===== config.mk =====
export PLATFORM = sky130hd
export DESIGN_NAME = axi_read_arbiter
export DESIGN_NICKNAME = d
export VERILOG_FILES = /design/src/rtl/axi_arb_pkg.sv /design/src/rtl/rr_pick2.sv /design/src/rtl/axi_read_arbiter.sv
export SDC_FILE = /design/constraint.sdc
export NUM_CORES = 1
export LEC_CHECK = 0
export BUFFER_PORTS_ARGS = -buffer_cell sky130_fd_sc_hd__buf_2
export CAP_MARGIN = 30
export CELL_PAD_IN_SITES_DETAIL_PLACEMENT = 0
export CELL_PAD_IN_SITES_GLOBAL_PLACEMENT = 1
export CORE_AREA = 2 2 106 108
export CTS_BUF_LIST = sky130_fd_sc_hd__clkbuf_2
export DETAILED_ROUTE_END_ITERATION = 8
export DIE_AREA = 0 0 108 110
export PLACE_DENSITY_LB_ADDON = 0.1
export SLEW_MARGIN = 30
export SYNTH_ARGS = -nofsm -noshare
export SYNTH_HDL_FRONTEND = slang
export SYNTH_SLANG_ARGS = --single-unit

===== constraint.sdc =====
create_clock -name ACLK -period 3.6 [get_ports ACLK]
set_clock_uncertainty 0.1 [all_clocks]
set_input_delay 0.72 -clock ACLK [delete_from_list [all_inputs] [get_ports ACLK]]
set_output_delay 0.72 -clock ACLK [all_outputs]
set_load 0.01 [all_outputs]

===== src/rtl/axi_arb_pkg.sv =====
// Shared types and AXI field widths for the read (and later write) arbiters
// that put two CPU masters onto one AXI slave.
package axi_arb_pkg;

    localparam int AXI_ID_BITS   = 4;
    localparam int AXI_IDS_BITS  = 8;
    localparam int AXI_LEN_BITS  = 4;
    localparam int AXI_SIZE_BITS = 3;

    localparam logic [1:0] RESP_OKAY   = 2'b00;
    localparam logic [1:0] RESP_DECERR = 2'b11;

    typedef enum logic [1:0] {IDLE, ADDR, DATA} arb_state_t;
    typedef enum logic {GNT_M0, GNT_M1} gnt_t;

    function automatic gnt_t other_master(input gnt_t g);
        return (g == GNT_M0) ? GNT_M1 : GNT_M0;
    endfunction

endpackage


===== src/rtl/rr_pick2.sv =====
// Two-requester round-robin pick: a lone requester wins, a tie goes to prio.
module rr_pick2
    import axi_arb_pkg::*;
(
    input  logic [1:0] req,
    input  gnt_t       prio,
    output gnt_t       gnt,
    output logic       valid
);

    always_comb begin
        valid = |req;
        gnt   = prio;
        if (req == 2'b01) begin
            gnt = GNT_M0;
        end else if (req == 2'b10) begin
            gnt = GNT_M1;
        end
    end

endmodule


===== src/rtl/axi_read_arbiter.sv =====
// Shares one AXI read slave between instruction fetch (M0) and data load (M1);
// the grant is held from the AR handshake until the RLAST beat handshakes.
module axi_read_arbiter
    import axi_arb_pkg::*;
#(
    parameter logic [3:0] M0_IDX = 4'h0,
    parameter logic [3:0] M1_IDX = 4'h1
) (
    input  logic                     ACLK,
    input  logic                     ARESETn,

    input  logic [AXI_ID_BITS-1:0]   ARID_M0,
    input  logic [31:0]              ARADDR_M0,
    input  logic [AXI_LEN_BITS-1:0]  ARLEN_M0,
    input  logic [AXI_SIZE_BITS-1:0] ARSIZE_M0,
    input  logic [1:0]               ARBURST_M0,
    input  logic                     ARVALID_M0,
    output logic                     ARREADY_M0,
    output logic [AXI_ID_BITS-1:0]   RID_M0,
    output logic [31:0]              RDATA_M0,
    output logic [1:0]               RRESP_M0,
    output logic                     RLAST_M0,
    output logic                     RVALID_M0,
    input  logic                     RREADY_M0,

    input  logic [AXI_ID_BITS-1:0]   ARID_M1,
    input  logic [31:0]              ARADDR_M1,
    input  logic [AXI_LEN_BITS-1:0]  ARLEN_M1,
    input  logic [AXI_SIZE_BITS-1:0] ARSIZE_M1,
    input  logic [1:0]               ARBURST_M1,
    input  logic                     ARVALID_M1,
    output logic                     ARREADY_M1,
    output logic [AXI_ID_BITS-1:0]   RID_M1,
    output logic [31:0]              RDATA_M1,
    output logic [1:0]               RRESP_M1,
    output logic                     RLAST_M1,
    output logic                     RVALID_M1,
    input  logic                     RREADY_M1,

    output logic [AXI_IDS_BITS-1:0]  ARID_S,
    output logic [31:0]              ARADDR_S,
    output logic [AXI_LEN_BITS-1:0]  ARLEN_S,
    output logic [AXI_SIZE_BITS-1:0] ARSIZE_S,
    output logic [1:0]               ARBURST_S,
    output logic                     ARVALID_S,
    input  logic                     ARREADY_S,
    input  logic [AXI_IDS_BITS-1:0]  RID_S,
    input  logic [31:0]              RDATA_S,
    input  logic [1:0]               RRESP_S,
    input  logic                     RLAST_S,
    input  logic                     RVALID_S,
    output logic                     RREADY_S
);

    arb_state_t               state_q, state_d;
    gnt_t                     grant_q, grant_d;
    gnt_t                     prio_q, prio_d;
    logic [AXI_LEN_BITS-1:0]  beat_cnt_q, beat_cnt_d;
    logic [AXI_LEN_BITS-1:0]  exp_len_q, exp_len_d;
    logic                     err_q, err_d;

    gnt_t                     pick_gnt;
    logic                     pick_valid;

    logic [AXI_ID_BITS-1:0]   gm_arid;
    logic [31:0]              gm_araddr;
    logic [AXI_LEN_BITS-1:0]  gm_arlen;
    logic [AXI_SIZE_BITS-1:0] gm_arsize;
    logic [1:0]               gm_arburst;
    logic                     gm_arvalid;
    logic                     gm_rready;
    logic [3:0]               gm_idx;
    logic                     ar_hs;
    logic                     r_hs;

    rr_pick2 u_pick (
        .req   ({ARVALID_M1, ARVALID_M0}),
        .prio  (prio_q),
        .gnt   (pick_gnt),
        .valid (pick_valid)
    );

    // Fields of whichever master currently holds the grant.
    always_comb begin
        if (grant_q == GNT_M1) begin
            gm_arid    = ARID_M1;
            gm_araddr  = ARADDR_M1;
            gm_arlen   = ARLEN_M1;
            gm_arsize  = ARSIZE_M1;
            gm_arburst = ARBURST_M1;
            gm_arvalid = ARVALID_M1;
            gm_rready  = RREADY_M1;
            gm_idx     = M1_IDX;
        end else begin
            gm_arid    = ARID_M0;
            gm_araddr  = ARADDR_M0;
            gm_arlen   = ARLEN_M0;
            gm_arsize  = ARSIZE_M0;
            gm_arburst = ARBURST_M0;
            gm_arvalid = ARVALID_M0;
            gm_rready  = RREADY_M0;
            gm_idx     = M0_IDX;
        end
    end

    assign ar_hs = (state_q == ADDR) && gm_arvalid && ARREADY_S;
    assign r_hs  = (state_q == DATA) && RVALID_S && gm_rready;

    // NOTE: every output gets a value before the case so no path infers a latch.
    always_comb begin
        ARID_S     = '0;
        ARADDR_S   = '0;
        ARLEN_S    = '0;
        ARSIZE_S   = '0;
        ARBURST_S  = '0;
        ARVALID_S  = 1'b0;
        RREADY_S   = 1'b0;
        ARREADY_M0 = 1'b0;
        ARREADY_M1 = 1'b0;
        RID_M0     = '0;
        RDATA_M0   = '0;
        RRESP_M0   = RESP_OKAY;
        RLAST_M0   = 1'b0;
        RVALID_M0  = 1'b0;
        RID_M1     = '0;
        RDATA_M1   = '0;
        RRESP_M1   = RESP_OKAY;
        RLAST_M1   = 1'b0;
        RVALID_M1  = 1'b0;
        case (state_q)
            ADDR: begin
                ARID_S    = {gm_idx, gm_arid};
                ARADDR_S  = gm_araddr;
                ARLEN_S   = gm_arlen;
                ARSIZE_S  = gm_arsize;
                ARBURST_S = gm_arburst;
                ARVALID_S = gm_arvalid;
                if (grant_q == GNT_M1) ARREADY_M1 = ARREADY_S;
                else                   ARREADY_M0 = ARREADY_S;
            end
            DATA: begin
                RREADY_S = gm_rready;
                if (grant_q == GNT_M1) begin
                    RID_M1    = RID_S[AXI_ID_BITS-1:0];
                    RDATA_M1  = RDATA_S;
                    RRESP_M1  = RRESP_S;
                    RLAST_M1  = RLAST_S;
                    RVALID_M1 = RVALID_S;
                end else begin
                    RID_M0    = RID_S[AXI_ID_BITS-1:0];
                    RDATA_M0  = RDATA_S;
                    RRESP_M0  = RRESP_S;
                    RLAST_M0  = RLAST_S;
                    RVALID_M0 = RVALID_S;
                end
            end
            default: ;
        endcase
    end

    always_comb begin
        state_d    = state_q;
        grant_d    = grant_q;
        prio_d     = prio_q;
        beat_cnt_d = beat_cnt_q;
        exp_len_d  = exp_len_q;
        err_d      = err_q;
        case (state_q)
            IDLE: begin
                if (pick_valid) begin
                    grant_d = pick_gnt;
                    state_d = ADDR;
                end
            end
            ADDR: begin
                if (ar_hs) begin
                    exp_len_d  = gm_arlen;
                    beat_cnt_d = '0;
                    state_d    = DATA;
                end
            end
            DATA: begin
                if (r_hs) begin
                    if (beat_cnt_q != '1) beat_cnt_d = beat_cnt_q + 1'b1;
                    if (RID_S[AXI_IDS_BITS-1:AXI_ID_BITS] != gm_idx) err_d = 1'b1;
                    if (RLAST_S) begin
                        if (beat_cnt_q != exp_len_q) err_d = 1'b1;
                        prio_d  = other_master(grant_q);
                        state_d = IDLE;
                    end else if (beat_cnt_q >= exp_len_q) begin
                        // A non-last beat at or past the announced length overruns the burst.
                        err_d = 1'b1;
                    end
                end
            end
            default: state_d = IDLE;
        endcase
    end

    // NOTE: state flops use non-blocking assignments so all of them update together.
    always_ff @(posedge ACLK or negedge ARESETn) begin
        if (!ARESETn) begin
            state_q    <= IDLE;
            grant_q    <= GNT_M0;
            prio_q     <= GNT_M0;
            beat_cnt_q <= '0;
            exp_len_q  <= '0;
            err_q      <= 1'b0;
        end else begin
            state_q    <= state_d;
            grant_q    <= grant_d;
            prio_q     <= prio_d;
            beat_cnt_q <= beat_cnt_d;
            exp_len_q  <= exp_len_d;
            err_q      <= err_d;
        end
    end

endmodule


## Word level (Yosys, flattened, before mapping)

Index checks and enable logic that the tools add are counted.

| storage, ports and cells | value |
|---|---|
| flip-flop bits (word level) | 4 |
| input bits | 141 |
| output and inout bits | 133 |
| logic and storage cells | 67 |

| operators by class | value |
|---|---|
| equal/unequal tests | 8 |
| muxes and demuxes | 47 |
| reduce and logical (&&, ||, !) cells | 9 |

Operators with widths:

| cell | number |
|---|---|
| $mux W32 | 6 |
| $mux W4 | 7 |
| $mux W1 | 20 |
| $mux W2 | 10 |
| $mux W8 | 1 |
| $ne A2 B2 Y1 const B | 4 |
| $mux W3 | 2 |
| $pmux W2 S3 | 1 |
| $eq A2 B1 Y1 const B | 2 |
| $eq A2 B2 Y1 const B | 2 |
| $logic_and A1 B1 Y1 | 4 |
| $reduce_and A4 Y1 | 1 |
| $reduce_and A3 Y1 | 1 |
| $logic_not A2 Y1 | 1 |
| $reduce_and A2 Y1 | 1 |
| $reduce_or A2 Y1 | 1 |

## Depth between registers and ports, before layout

Gate-level depths: netlist of run 1.

| logic depth | value |
|---|---|
| depth after elaboration | 5 |
| depth in mapped cells | 6 |
| mapped depth without buffers | 3 |

## Modules after synthesis

From an unflattened synthesis of run 1, not the netlist that was laid out.

| second synthesis, totals | value |
|---|---|
| cell total of the unflattened synthesis | 180 |
| area, all modules | 1332.5 sq um |

Modules (own cells, without submodules):

| module | times used | cells an instance | area an instance (sq um) | sequential area each (sq um) |
|---|---|---|---|---|
| axi_read_arbiter | 1 | 176 | 1313.8 | 100.1 |
| rr_pick2 | 1 | 4 | 18.8 | 0.0 |

## Least setup slack after synthesis of run 1

Ideal clock, no wire load.

| timing path | value |
|---|---|
| path type | register to output |
| start point | reg grant_q |
| end point | out ARADDR_S[10] |
| arrival time | 1178 ps |
| required time | 2780 ps |
| path slack | 1602 ps |
| cell stages (with the launch flop) | 6 |
| path buffers | 3 |
| path through | dfrtp_1 > buf_4 > nor3b_2 > buf_4 > buf_4 > a22o_1 |

| on the way | value |
|---|---|
| cells in the longest elaborated chain, start to end | 2 |

RTL lines:

| element | line | source |
|---|---|---|
| start, declared | axi_read_arbiter.sv:56 | `gnt_t grant_q, grant_d;` |
| start signal, assigned | axi_read_arbiter.sv:211 | `grant_q <= grant_d;` |
| $mux W32 | axi_read_arbiter.sv:85 | `if (grant_q == GNT_M1) begin` |
| $mux W32 | axi_read_arbiter.sv:130 | `case (state_q)` |
| end, declared | axi_read_arbiter.sv:41 | `output logic [31:0] ARADDR_S,` |

Every way passes these cells.

## Worst setup path in the final report of run 1

Ends and elaborated chain as after synthesis.

==> metrics.csv, run 1 <==
stage,metric,value,unit
placed_design,HPWL reported at the end of detailed placement,5.52,mm
routing,WL final,6.74,mm
routing,final routed wire length divided by cell count,11.8,µm
clock_network,largest buffer count on any clock path,2,
routing,number of detailed-route iterations in the first pass,2,
synthesis,adder-cell area share of the yosys netlist,0,%
placed_design,Port-buffer cells,266,
floorplanning,die boundary width,108,µm
final_layout,final antenna diode count,0,
job,Max-Cap Viols,0,
routing,number of violations reported at the end of detailed-routing iteration 0,76,
sta,number of pins exceeding their max-slew limit in the final report,0,
global_route,first-pass GRT wire length,9.40,mm
clock_network,TritonCTS clock tree,done,
global_route,Global Route Usage Sum,9.68,%
synthesis,area share of the largest cell type after synthesis,39.0,%
routing,final antenna-violating net count,0,
sta,setup-violating endpoint count in the final report,0,
sta,Hold Fails Final Rpt,0,
critical_path,capture instance of the worst register-to-register path,state_q[0]$_DFFE_PN0P_,
clock_network,hold buffer count at CTS,0,
clock_network,CTS H-tree depth,1,
final_layout,area grow syn2layout,109,%
synthesis,most instantiated flip-flop cell in the synthesis netlist,sky130_fd_sc_hd__dfrtp_1,
critical_path,worst-path maximum fanout,48,
synthesis,fraction of registers with async set/reset,100,%
synthesis,Synth Warn #,0,
clock_network,clock root buffer,sky130_fd_sc_hd__clkbuf_2,
critical_path,capture point of the critical path,ARADDR_S[10],
sta,worst-case hold slack,0.212,ns
run_status,status,"finished, final reports clean",
final_layout,fillcell total,1230,
synthesis,synthesized area,0.00132,mm²
synthesis,top area cells in the synthesized netlist,"sky130_fd_sc_hd__and2_1, sky130_fd_sc_hd__a22o_1, sky130_fd_sc_hd__dfrtp_1",
critical_path,cell breakdown of the critical path,inv_2 -> nor3b_4 -> buf_4 -> a22o_1 -> buf_2,
synthesis,share of cell area taken by muxes after synthesis,1.62,%
pwr,power density normalized to cell area,528,mW/mm²
critical_path,flop-to-flop setup slack,2.19,ns
sta,Sum Neg Setup Slack,0,ns
clock_network,"CTS clk-pin slew, worst paths",0.04,ns
critical_path,"delay-heaviest family, CP",buffers and inverters,
final_layout,end-of-flow core utilization,25.7,%
routing,via-per-instance ratio,4.04,
synthesis,Simple-Gate Fraction of Synth Area,45.4,%
floorplanning,chip height,110,µm
critical_path,crit path buf inv count,3,
synthesis,count of flip-flops with a built-in enable after synthesis,0,
floorplanning,area enclosed by the die boundary,0.0119,mm²
floorplanning,number of placement rows,38,
pwr,Leakage,0.00179,µW
critical_path,delay of the slowest critical-path stage,0.56,ns
sta,post-layout min period,2.72,ns
synthesis,main combinational cell family by area after synthesis,simple AND/OR/NAND/NOR gates,
synthesis,number of distinct library cells after synthesis,24,
critical_path,startpoint of the most critical register-to-register path,grant_q$_DFFE_PN0P_,
synthesis,synthesized area per cell,7.43,µm²
synthesis,Synth area leader,sky130_fd_sc_hd__and2_1,
synthesis,post-synthesis share of cell area spent on xor and xnor gates,0,%
final_layout,layout cell share with drive strength beyond 1,64.9,%
global_route,largest net degree at the start of global routing,49,
clock_network,total of cells resized after clock tree synthesis,0,
synthesis,"synthesized-area fraction occupied by ao, oa, aoi and oai cells",33.8,%
final_layout,Final nets,573,
final_layout,post-route design area,0.00275,mm²
clock_network,source-to-sink clock delay at the later pin of the worst-skew pair,0.20,ns
clock_network,postcts setup bufs,0,
global_route,via count of the first global-routing pass,2027,
floorplanning,total core area,0.0107,mm²
sta,maximum frequency from static timing analysis,368,MHz
sta,"Period Utilization, post-route",75.5,%
sta,actual transition at the worst max-transition pin,0.500,ns
synthesis,proportion of synthesized chip area in sequential cells,7.61,%
critical_path,path depth of the worst reg2reg path,2,
critical_path,library cell contributing the largest single delay on the critical path,sky130_fd_sc_hd__dfrtp_1,
sta,setup repair after global routing missed its margin,no,
global_route,total congestion overflow after global routing,0,
routing,remaining routing DRC violations,0,
pwr,Worst VDD drop,0.236,mV
sta,slew margin rel.,66.6,%
clock_network,clk sinks,4,
global_route,antenna violations before repair,0,
critical_path,endpoint arrival time on the critical path,1.90,ns
critical_path,nature of the critical path endpoint,output pin,
routing,total vias in the final route,2303,
critical_path,type of element launching the critical path,flip-flop,
critical_path,CP Depth,5,
critical_path,CP Launch Point,grant_q$_DFFE_PN0P_,
placed_design,instance area at placement,0.00273,mm²
placed_design,global placer's final weighted congestion,0.667,
clock_network,number of buffers created by CTS,3,
synthesis,"FF+latch count, synth",4,
floorplanning,I/O pins,274,
critical_path,crit path kind,reg -> out,
floorplanning,Initial Utilization,12.3,%
synthesis,Syn Inst Count,177,
critical_path,Worst Path Required,2.78,ns
min_path,worst hold path type,in -> async,
cell usage after synthesis, types with 2 or more instances:
cell / count
sky130_fd_sc_hd__a22o_1: 46
sky130_fd_sc_hd__and2_1: 82
sky130_fd_sc_hd__buf_2: 3
sky130_fd_sc_hd__buf_4: 9
sky130_fd_sc_hd__buf_6: 2
sky130_fd_sc_hd__clkbuf_2: 8
sky130_fd_sc_hd__dfrtp_1: 4
sky130_fd_sc_hd__nand4b_1: 2
sky130_fd_sc_hd__nor2_1: 5
sky130_fd_sc_hd__nor3b_2: 2
kinds of logic after synthesis:
family / count (synthesis)
flops: 4
compound gates: 52
mux: 2
buf+inv: 23
other cells: 1
simple gates: 95
area by class of cell:
cell class / count / area (µm²) / area share [%]
repair buffers: 270 / 1360 / 49.6
multi-input cells: 152 / 1090 / 39.7
well taps: 140 / 175 / 6.38
flip-flops and latches: 4 / 100 / 3.64
clock buffers: 3 / 15.0 / 0.547
inverters: 1 / 3.75 / 0.137
worst min path at each step:
stage | start | endpoint | cells past startpoint | slack, ns
4_1_cts | ARESETn | state_q[1]$_DFFE_PN0P_ | 1 | 0.20
3_5_place_dp | prio_q$_DFFE_PN0P_ | prio_q$_DFFE_PN0P_ | 1 | 0.41
2_1_floorplan | ARESETn | grant_q$_DFFE_PN0P_ | 0 | 0.32
5_1_grt | ARESETn | state_q[1]$_DFFE_PN0P_ | 1 | 0.20
6_report | ARESETn | prio_q$_DFFE_PN0P_ | 1 | 0.21
3_3_place_gp | prio_q$_DFFE_PN0P_ | prio_q$_DFFE_PN0P_ | 1 | 0.41
metal layers:
metal	part of all wire, %	global-route usage [%]	routed length, µm
met5	0	0	0
met4	1.5	2.93	100
met3	14	2.35	937
met2	52	19.9	3490
met1	33	9.39	2210
worst register-to-register path, stage by stage, from the launching register on:
cell                       delay (ns)
sky130_fd_sc_hd__dfrtp_1         0.56
sky130_fd_sc_hd__mux2_2          0.39
sky130_fd_sc_hd__a311oi_1        0.25
metrics by stage:
stage               instances  setup WS, ns  power [µW]
finish                    570         0.882        1450
global route              570         0.715        1590
CTS                       570         0.848        1480
detailed placement        567          1.08        1430
global placement          567          1.09        1450
floorplan                 179          1.60         947
cell usage in the layout, fill, tap and decap left out, drive strengths merged:
cell and n:
mux2 1, a31oi 1, nand2 1, and2 82, dfrtp 4, inv 1
buf 270, a22o 46, nor3 1, nand4b 2, conb 3, a311oi 1
mux2i 1, o21ai 1, a21oi 1, nor2 5, a21boi 1, nand2b 1
nor3b 3, a211o 1, clkbuf 3
report_power, final:
| group | leakage (µW) | total [µW] | switching (µW) | internal (µW) |
|---|---|---|---|---|
| Sequential | 0.0000440 | 112 | 50.6 | 61.6 |
| Clock | 0.0000125 | 40.9 | 18.5 | 22.4 |
| Combinational | 0.00173 | 1300 | 690 | 608 |
| Total | 0.00179 | 1450 | 759 | 692 |
registers in the layout, summed over array words and instances (netlist names):
register	cells
state_q	2
prio_q	1
grant_q	1
No activity file was read; power rests on OpenSTA's default activity.
==> run 2: changes to the inputs <==
Settings changed: CORE_AREA 2 2 106 108 to 2 2 108 110, DIE_AREA 0 0 108 110 to 0 0 110 112.
Clock period 3.6 ns to 2.4 ns, I/O delays scaled along.
==> run 2 against run 1 <==
Against the previous run: register-to-register slack lost 1.3 ns; worst hold slack gained 0.20 ns; design area rose by 2.9%; sequential power increased by 32%; critical endpoint is now ARADDR_S[6].
==> metrics.csv, run 2 (synthesis gave the netlist of run 1 again) <==
stage,metric,value,unit,change
routing,remaining routing DRC violations,0,,unchanged
job,Max-Cap Viols,0,,unchanged
final_layout,Largest Register,state_q,,
final_layout,Sequential cell area,100,µm²,unchanged
critical_path,worst-path maximum fanout,18,,-63%
final_layout,"leading cell type in the layout, fill and taps excluded",sky130_fd_sc_hd__buf_2,,
clock_network,largest buffer count on any clock path,2,,unchanged
run_status,status,"finished, final reports clean",,
routing,final antenna-violating net count,0,,unchanged
global_route,antenna violations before repair,1,,+1
global_route,first-pass GRT wire length,9.43,mm,+0.30%
floorplanning,total core area,0.0112,mm²,+4.5%
final_layout,area grow syn2layout,115,%,
final_layout,Final nets,576,,+0.52%
floorplanning,number of placement rows,39,,+2.6%
clock_network,clk sinks,4,,unchanged
final_layout,layout cell share with drive strength beyond 1,64.9,%,about the same
routing,total vias in the final route,2303,,unchanged
critical_path,endpoint arrival time on the critical path,1.62,ns,-0.28 ns
clock_network,total of cells resized after clock tree synthesis,0,,unchanged
floorplanning,I/O pins,274,,unchanged
clock_network,TritonCTS clock tree,done,,
pwr,Leakage,0.00182,µW,+1.5%
sta,number of pins exceeding their max-slew limit in the final report,0,,unchanged
clock_network,clock root buffer,sky130_fd_sc_hd__clkbuf_2,,
sta,Sum Neg Setup Slack,0,ns,unchanged
final_layout,area used by multi-input combinational logic,0.00109,mm²,unchanged
floorplanning,die boundary width,110,µm,+1.9%
sta,setup repair after global routing missed its margin,no,,
global_route,total congestion overflow after global routing,0,,unchanged
floorplanning,chip height,112,µm,+1.8%
pwr,power density normalized to cell area,807,mW/mm²,+53%
global_route,via count of the first global-routing pass,1997,,-1.5%
pwr,Worst VDD drop,0.499,mV,+110%
final_layout,"commonest non-fill, non-tap cells in the layout","sky130_fd_sc_hd__buf_2, sky130_fd_sc_hd__and2_1, sky130_fd_sc_hd__a22o_1",,
sta,setup-violating endpoint count in the final report,0,,unchanged
clock_network,"CTS clk-pin slew, worst paths",0.05,ns,about the same
final_layout,"non-filler cells, final",576,,+1.1%
clock_network,number of buffers created by CTS,3,,unchanged
global_route,largest net degree at the start of global routing,48,,-2.0%
placed_design,global placer's final weighted congestion,0.718,,+7.5%
pwr,Pwr Total,2280,µW,+57%
routing,via-per-instance ratio,4.00,,-1.0%
global_route,Global Route Usage Sum,9.74,%,+0.055 points
placed_design,Port-buffer cells,266,,unchanged
placed_design,HPWL reported at the end of detailed placement,5.89,mm,+6.6%
final_layout,Largest register FFs,2,,unchanged
critical_path,crit path kind,reg -> out,,
final_layout,fillcell total,1246,,+1.3%
routing,WL final,7.03,mm,+4.3%
routing,number of detailed-route iterations in the first pass,4,,+2
clock_network,source-to-sink clock delay at the later pin of the worst-skew pair,0.21,ns,about the same
critical_path,type of element launching the critical path,flip-flop,,
final_layout,biggest regs,"state_q x2, grant_q x1, prio_q x1",,
clock_network,CTS H-tree depth,1,,unchanged
sta,"Period Utilization, post-route",91.7,%,
floorplanning,area enclosed by the die boundary,0.0123,mm²,+3.7%
placed_design,"number of placed instances, taps included",572,,+0.88%
routing,number of violations reported at the end of detailed-routing iteration 0,56,,-26%
routing,final routed wire length divided by cell count,12.2,µm,+3.3%
critical_path,Worst Path Required,1.82,ns,-0.96 ns
floorplanning,Initial Utilization,11.8,%,-0.52 points
sta,maximum frequency from static timing analysis,454,MHz,
min_path,worst hold path type,reg -> reg,,
sta,post-layout min period,2.20,ns,
final_layout,final antenna diode count,0,,unchanged
critical_path,nature of the critical path endpoint,output pin,,
sta,Hold Fails Final Rpt,0,,unchanged
## run 2: repair_timing
action,CTS,global route
hold buffers,1,0
endpoints found under the hold margin,4,0
buffers inserted,0,0
## run 2: power by group
part	switching (µW)	internal (µW)
combinational	1060	1010
clock	28.7	33.7
sequential	55.1	92.9
total	1150	1130
## run 2: layout make-up
type / count / share of cell area, %
timing repair buffer: 273 / 50.8
tap: 143 / 6.33
sequential: 4 / 3.54
clock buffer: 3 / 0.531
multi-input combinational: 152 / 38.6
inverter: 1 / 0.133
## run 2: per-stage QoR
stage               worst slack (ns)  utilization, %  hold slack (ns)  area [µm²]
floorplan                      0.642               -           0.0844        1320
global placement               0.406            25.1            0.193        2800
detailed placement             0.408            25.1            0.190        2800
CTS                            0.155            25.3            0.405        2830
global route                  0.0542            25.3            0.407        2830
finish                         0.200            25.3            0.413        2830
## run 2: per-layer routing
metal	track usage [%]	up-vias	part of all wire (%)
met5	0	-	0.18
met2	20.9	162	55
met1	8.72	1003	32
li1	-	1132	-
met3	2.22	4	13
met4	2.03	2	0.40
## run 2: worst max-delay path, cell delays in order, from the launching register on
cell and delay (ns):
sky130_fd_sc_hd__dfrtp_1 0.45, sky130_fd_sc_hd__inv_2 0.09, sky130_fd_sc_hd__nor3b_4 0.28, sky130_fd_sc_hd__buf_4 0.30, sky130_fd_sc_hd__a22o_1 0.16, sky130_fd_sc_hd__buf_2 0.13
## run 2: worst paths after layout
| check | start | endpoint | slack, ns | depth (start not counted) |
|---|---|---|---|---|
| max | grant_q$_DFFE_PN0P_ | ARADDR_S[6] | 0.20 | 5 |
| max in group asynchronous | ARESETn | grant_q$_DFFE_PN0P_ | 1.58 | 2 |
| max reg2reg | grant_q$_DFFE_PN0P_ | state_q[0]$_DFFE_PN0P_ | 0.91 | 3 |
| min | prio_q$_DFFE_PN0P_ | prio_q$_DFFE_PN0P_ | 0.41 | 1 |
| min reg2reg | prio_q$_DFFE_PN0P_ | prio_q$_DFFE_PN0P_ | 0.41 | 1 |
| min in group asynchronous | ARESETn | prio_q$_DFFE_PN0P_ | 0.50 | 2 |
==> run 3: changes to the inputs <==
Settings changed: CORE_AREA 2 2 108 110 to 2 2 109 111, DIE_AREA 0 0 110 112 to 0 0 111 113, REMOVE_ABC_BUFFERS set to 1, SYNTH_HIERARCHICAL set to 1.
==> run 3 against run 2 <==
Against the previous run: sequential cell count stayed put; power down 4.0%; maximum frequency increased by 0.32%; combinational power is 4% lower; synthesized cell count grew 1.7%; worst hold slack worse by 0.0024 ns; die area up 1.8%; via count down 1.7%; count of clock-buffer cells in the layout did not move; non-clock buffer count fell by 1; final cell count rose by 0.35%.
==> metrics.csv, run 3 <==
stage,metric,value,unit,change
clock_network,clk sinks,4,,unchanged
sta,post-layout min period,2.19,ns,-0.00700 ns
global_route,antenna violations before repair,0,,-1
sta,number of pins exceeding their max-slew limit in the final report,0,,unchanged
floorplanning,die boundary width,111,µm,+0.91%
pwr,Leakage,0.00183,µW,+0.71%
final_layout,"leading cell type in the layout, fill and taps excluded",sky130_fd_sc_hd__buf_2,,
sta,setup slack of the critical path after layout,0.207,ns,+0.00700 ns
routing,number of violations reported at the end of detailed-routing iteration 0,99,,+77%
floorplanning,Initial Utilization,11.8,%,+0.054 points
synthesis,most common cell in the synthesized netlist,sky130_fd_sc_hd__and2_1,,
clock_network,clock root buffer,sky130_fd_sc_hd__clkbuf_2,,
critical_path,endpoint arrival time on the critical path,1.61,ns,about the same
final_layout,post-route design area,0.00284,mm²,+0.35%
synthesis,fraction of registers with async set/reset,100,%,unchanged
final_layout,Largest register FFs,2,,unchanged
critical_path,nature of the critical path endpoint,output pin,,
placed_design,HPWL reported at the end of detailed placement,6.78,mm,+15%
sta,setup repair after global routing missed its margin,no,,
routing,final routed wire length divided by cell count,14.0,µm,+15%
routing,total vias in the final route,2265,,-1.7%
synthesis,area share of the largest cell type after synthesis,38.5,%,-0.51 points
global_route,largest net degree at the start of global routing,49,,+2.1%
clock_network,total of cells resized after clock tree synthesis,0,,unchanged
job,Max-Cap Viols,0,,unchanged
critical_path,library cell contributing the largest single delay on the critical path,sky130_fd_sc_hd__dfrtp_1,,
synthesis,count of flip-flops with a built-in enable after synthesis,0,,unchanged
clock_network,CTS H-tree depth,1,,unchanged
critical_path,type of element launching the critical path,flip-flop,,
final_layout,layout cell share with drive strength beyond 1,64.6,%,-0.30 points
synthesis,proportion of synthesized chip area in sequential cells,7.51,%,-0.10 points
critical_path,cell breakdown of the critical path,nor3b_4 -> buf_12 -> a22o_1 -> buf_2,,
synthesis,most instantiated flip-flop cell in the synthesis netlist,sky130_fd_sc_hd__dfrtp_1,,
placed_design,Port-buffer cells,266,,unchanged
clock_network,largest buffer count on any clock path,2,,unchanged
final_layout,Largest Register,state_q,,
synthesis,leading cell types by count after synthesis,"sky130_fd_sc_hd__and2_1, sky130_fd_sc_hd__a22o_1, sky130_fd_sc_hd__buf_4, sky130_fd_sc_hd__clkbuf_2, sky130_fd_sc_hd__nor2_1",,
clock_network,TritonCTS clock tree,done,,
synthesis,top area cells in the synthesized netlist,"sky130_fd_sc_hd__and2_1, sky130_fd_sc_hd__a22o_1, sky130_fd_sc_hd__dfrtp_1",,
critical_path,worst-path maximum fanout,47,,+29
clock_network,number of buffers created by CTS,3,,unchanged
final_layout,final antenna diode count,0,,unchanged
placed_design,"number of placed instances, taps included",574,,+0.35%
routing,WL final,8.10,mm,+15%
run_status,status,"finished, final reports clean",,
floorplanning,chip height,113,µm,+0.89%
critical_path,Worst Path Required,1.82,ns,about the same
pwr,Worst VDD drop,0.324,mV,-35%
floorplanning,area enclosed by the die boundary,0.0125,mm²,+1.8%
placed_design,worst-case setup slack after placement,0.436,ns,+0.0280 ns
global_route,first-pass GRT wire length,11.7,mm,+24%
floorplanning,total core area,0.0113,mm²,+0.87%
min_path,worst hold path type,in -> reg,,
pwr,power density normalized to cell area,772,mW/mm²,-4.4%
sta,Sum Neg Setup Slack,0,ns,unchanged
final_layout,"commonest non-fill, non-tap cells in the layout","sky130_fd_sc_hd__buf_2, sky130_fd_sc_hd__and2_1, sky130_fd_sc_hd__a22o_1",,
synthesis,number of distinct library cells after synthesis,23,,-4.2%
floorplanning,I/O pins,274,,unchanged
routing,via-per-instance ratio,3.92,,-2.0%
synthesis,synthesized area,0.00133,mm²,+1.3%
routing,final antenna-violating net count,0,,unchanged
global_route,total congestion overflow after global routing,0,,unchanged
final_layout,area grow syn2layout,113,%,
critical_path,crit path kind,reg -> out,,
synthesis,synthesized area per cell,7.40,µm²,-0.36%
sta,maximum frequency from static timing analysis,456,MHz,+0.32%
critical_path,delay of the slowest critical-path stage,0.48,ns,+0.03 ns
global_route,Global Route Usage Sum,11.4,%,+1.7 points
clock_network,source-to-sink clock delay at the later pin of the worst-skew pair,0.21,ns,about the same
floorplanning,number of placement rows,39,,unchanged
placed_design,global placer's final weighted congestion,0.762,,+6.2%
synthesis,"FF+latch count, synth",4,,unchanged
sta,setup-violating endpoint count in the final report,0,,unchanged
final_layout,Final nets,578,,+0.35%
synthesis,Synth Warn #,6,,+6
routing,number of detailed-route iterations in the first pass,4,,unchanged
routing,remaining routing DRC violations,0,,unchanged
synthesis,Syn Inst Count,180,,+1.7%
sta,Hold Fails Final Rpt,0,,unchanged
global_route,via count of the first global-routing pass,2030,,+1.7%
final_layout,biggest regs,"state_q x2, grant_q x1, prio_q x1",,
synthesis,Synth area leader,sky130_fd_sc_hd__and2_1,,
sta,"Period Utilization, post-route",91.4,%,-0.29 points
final_layout,"non-filler cells, final",578,,+0.35%
clock_network,"CTS clk-pin slew, worst paths",0.04,ns,about the same
sta,worst-case hold slack,0.411,ns,-0.00239 ns
placed_design,instance area at placement,0.00281,mm²,+0.36%
run 3: timing repair:
action / in CTS / in global routing
setup buffers: 0 / 0
hold buffers: 1 / 0
setup endpoints to repair: 0 / 0
endpoints found under the hold margin: 4 / 0
run 3: final timing paths:
check / from / slack, ns / cells past startpoint / to
setup / recovery: state_q[1]$_DFFE_PN0P_ / 0.21 / 4 / ARADDR_S[29]
hold reg to reg: prio_q$_DFFE_PN0P_ / 0.46 / 1 / prio_q$_DFFE_PN0P_
hold / removal: ARREADY_S / 0.41 / 2 / state_q[0]$_DFFE_PN0P_
setup reg to reg: grant_q$_DFFE_PN0P_ / 1.00 / 3 / state_q[0]$_DFFE_PN0P_
min in group asynchronous: ARESETn / 0.49 / 2 / state_q[0]$_DFFE_PN0P_
max in group asynchronous: ARESETn / 1.59 / 2 / state_q[1]$_DFFE_PN0P_
run 3: final cells by class:
cell class,count,area [µm²]
clock buffers,3,15.0
flip-flops and latches,4,100
multi-input cells,155,1110
fillers,1326,8440
repair buffers,272,1430
inverters,1,3.75
well taps,143,179
run 3: cells by family (layout without fill, tap and decap cells):
logic type	Yosys count	in the layout	share of synthesized area, %
AO/OA/AOI/OAI	51	51	32.9
buffers and inverters	23	276	11.2
multiplexers	3	3	2.44
AND/OR/NAND/NOR	98	98	45.7
other	1	3	0.281
flip-flops	4	4	7.51
run 3: critical path, delay by kind of cell (launching register included):
family | cells | cell delay [ns]
buffers and inverters | 2 | 0.39
AOI/OAI and AO/OA | 1 | 0.22
DFF | 1 | 0.48
and+or+nand+nor | 1 | 0.27
run 3: power by group:
| group | switching, µW | total [µW] | internal (µW) |
|---|---|---|---|
| registers | 49.9 | 141 | 91.5 |
| logic | 1050 | 1980 | 934 |
| clock network | 29.6 | 63.2 | 33.6 |
| total | 1130 | 2190 | 1060 |
run 3: metal layers:
layer,part of all wire (%),vias up,global-route usage (%)
met2,55,117,22.7
met5,0,-,0
met3,6.4,5,1.55
li1,-,1137,-
met4,0.68,0,1.58
met1,38,1006,13.2
run 3: stage by stage:
step           utilization [%]  power (µW)
2_1_floorplan                -        1180
3_3_place_gp              24.9        2170
3_5_place_dp              24.9        2160
4_1_cts                   25.2        2230
5_1_grt                   25.2        2370
6_report                  25.2        2190
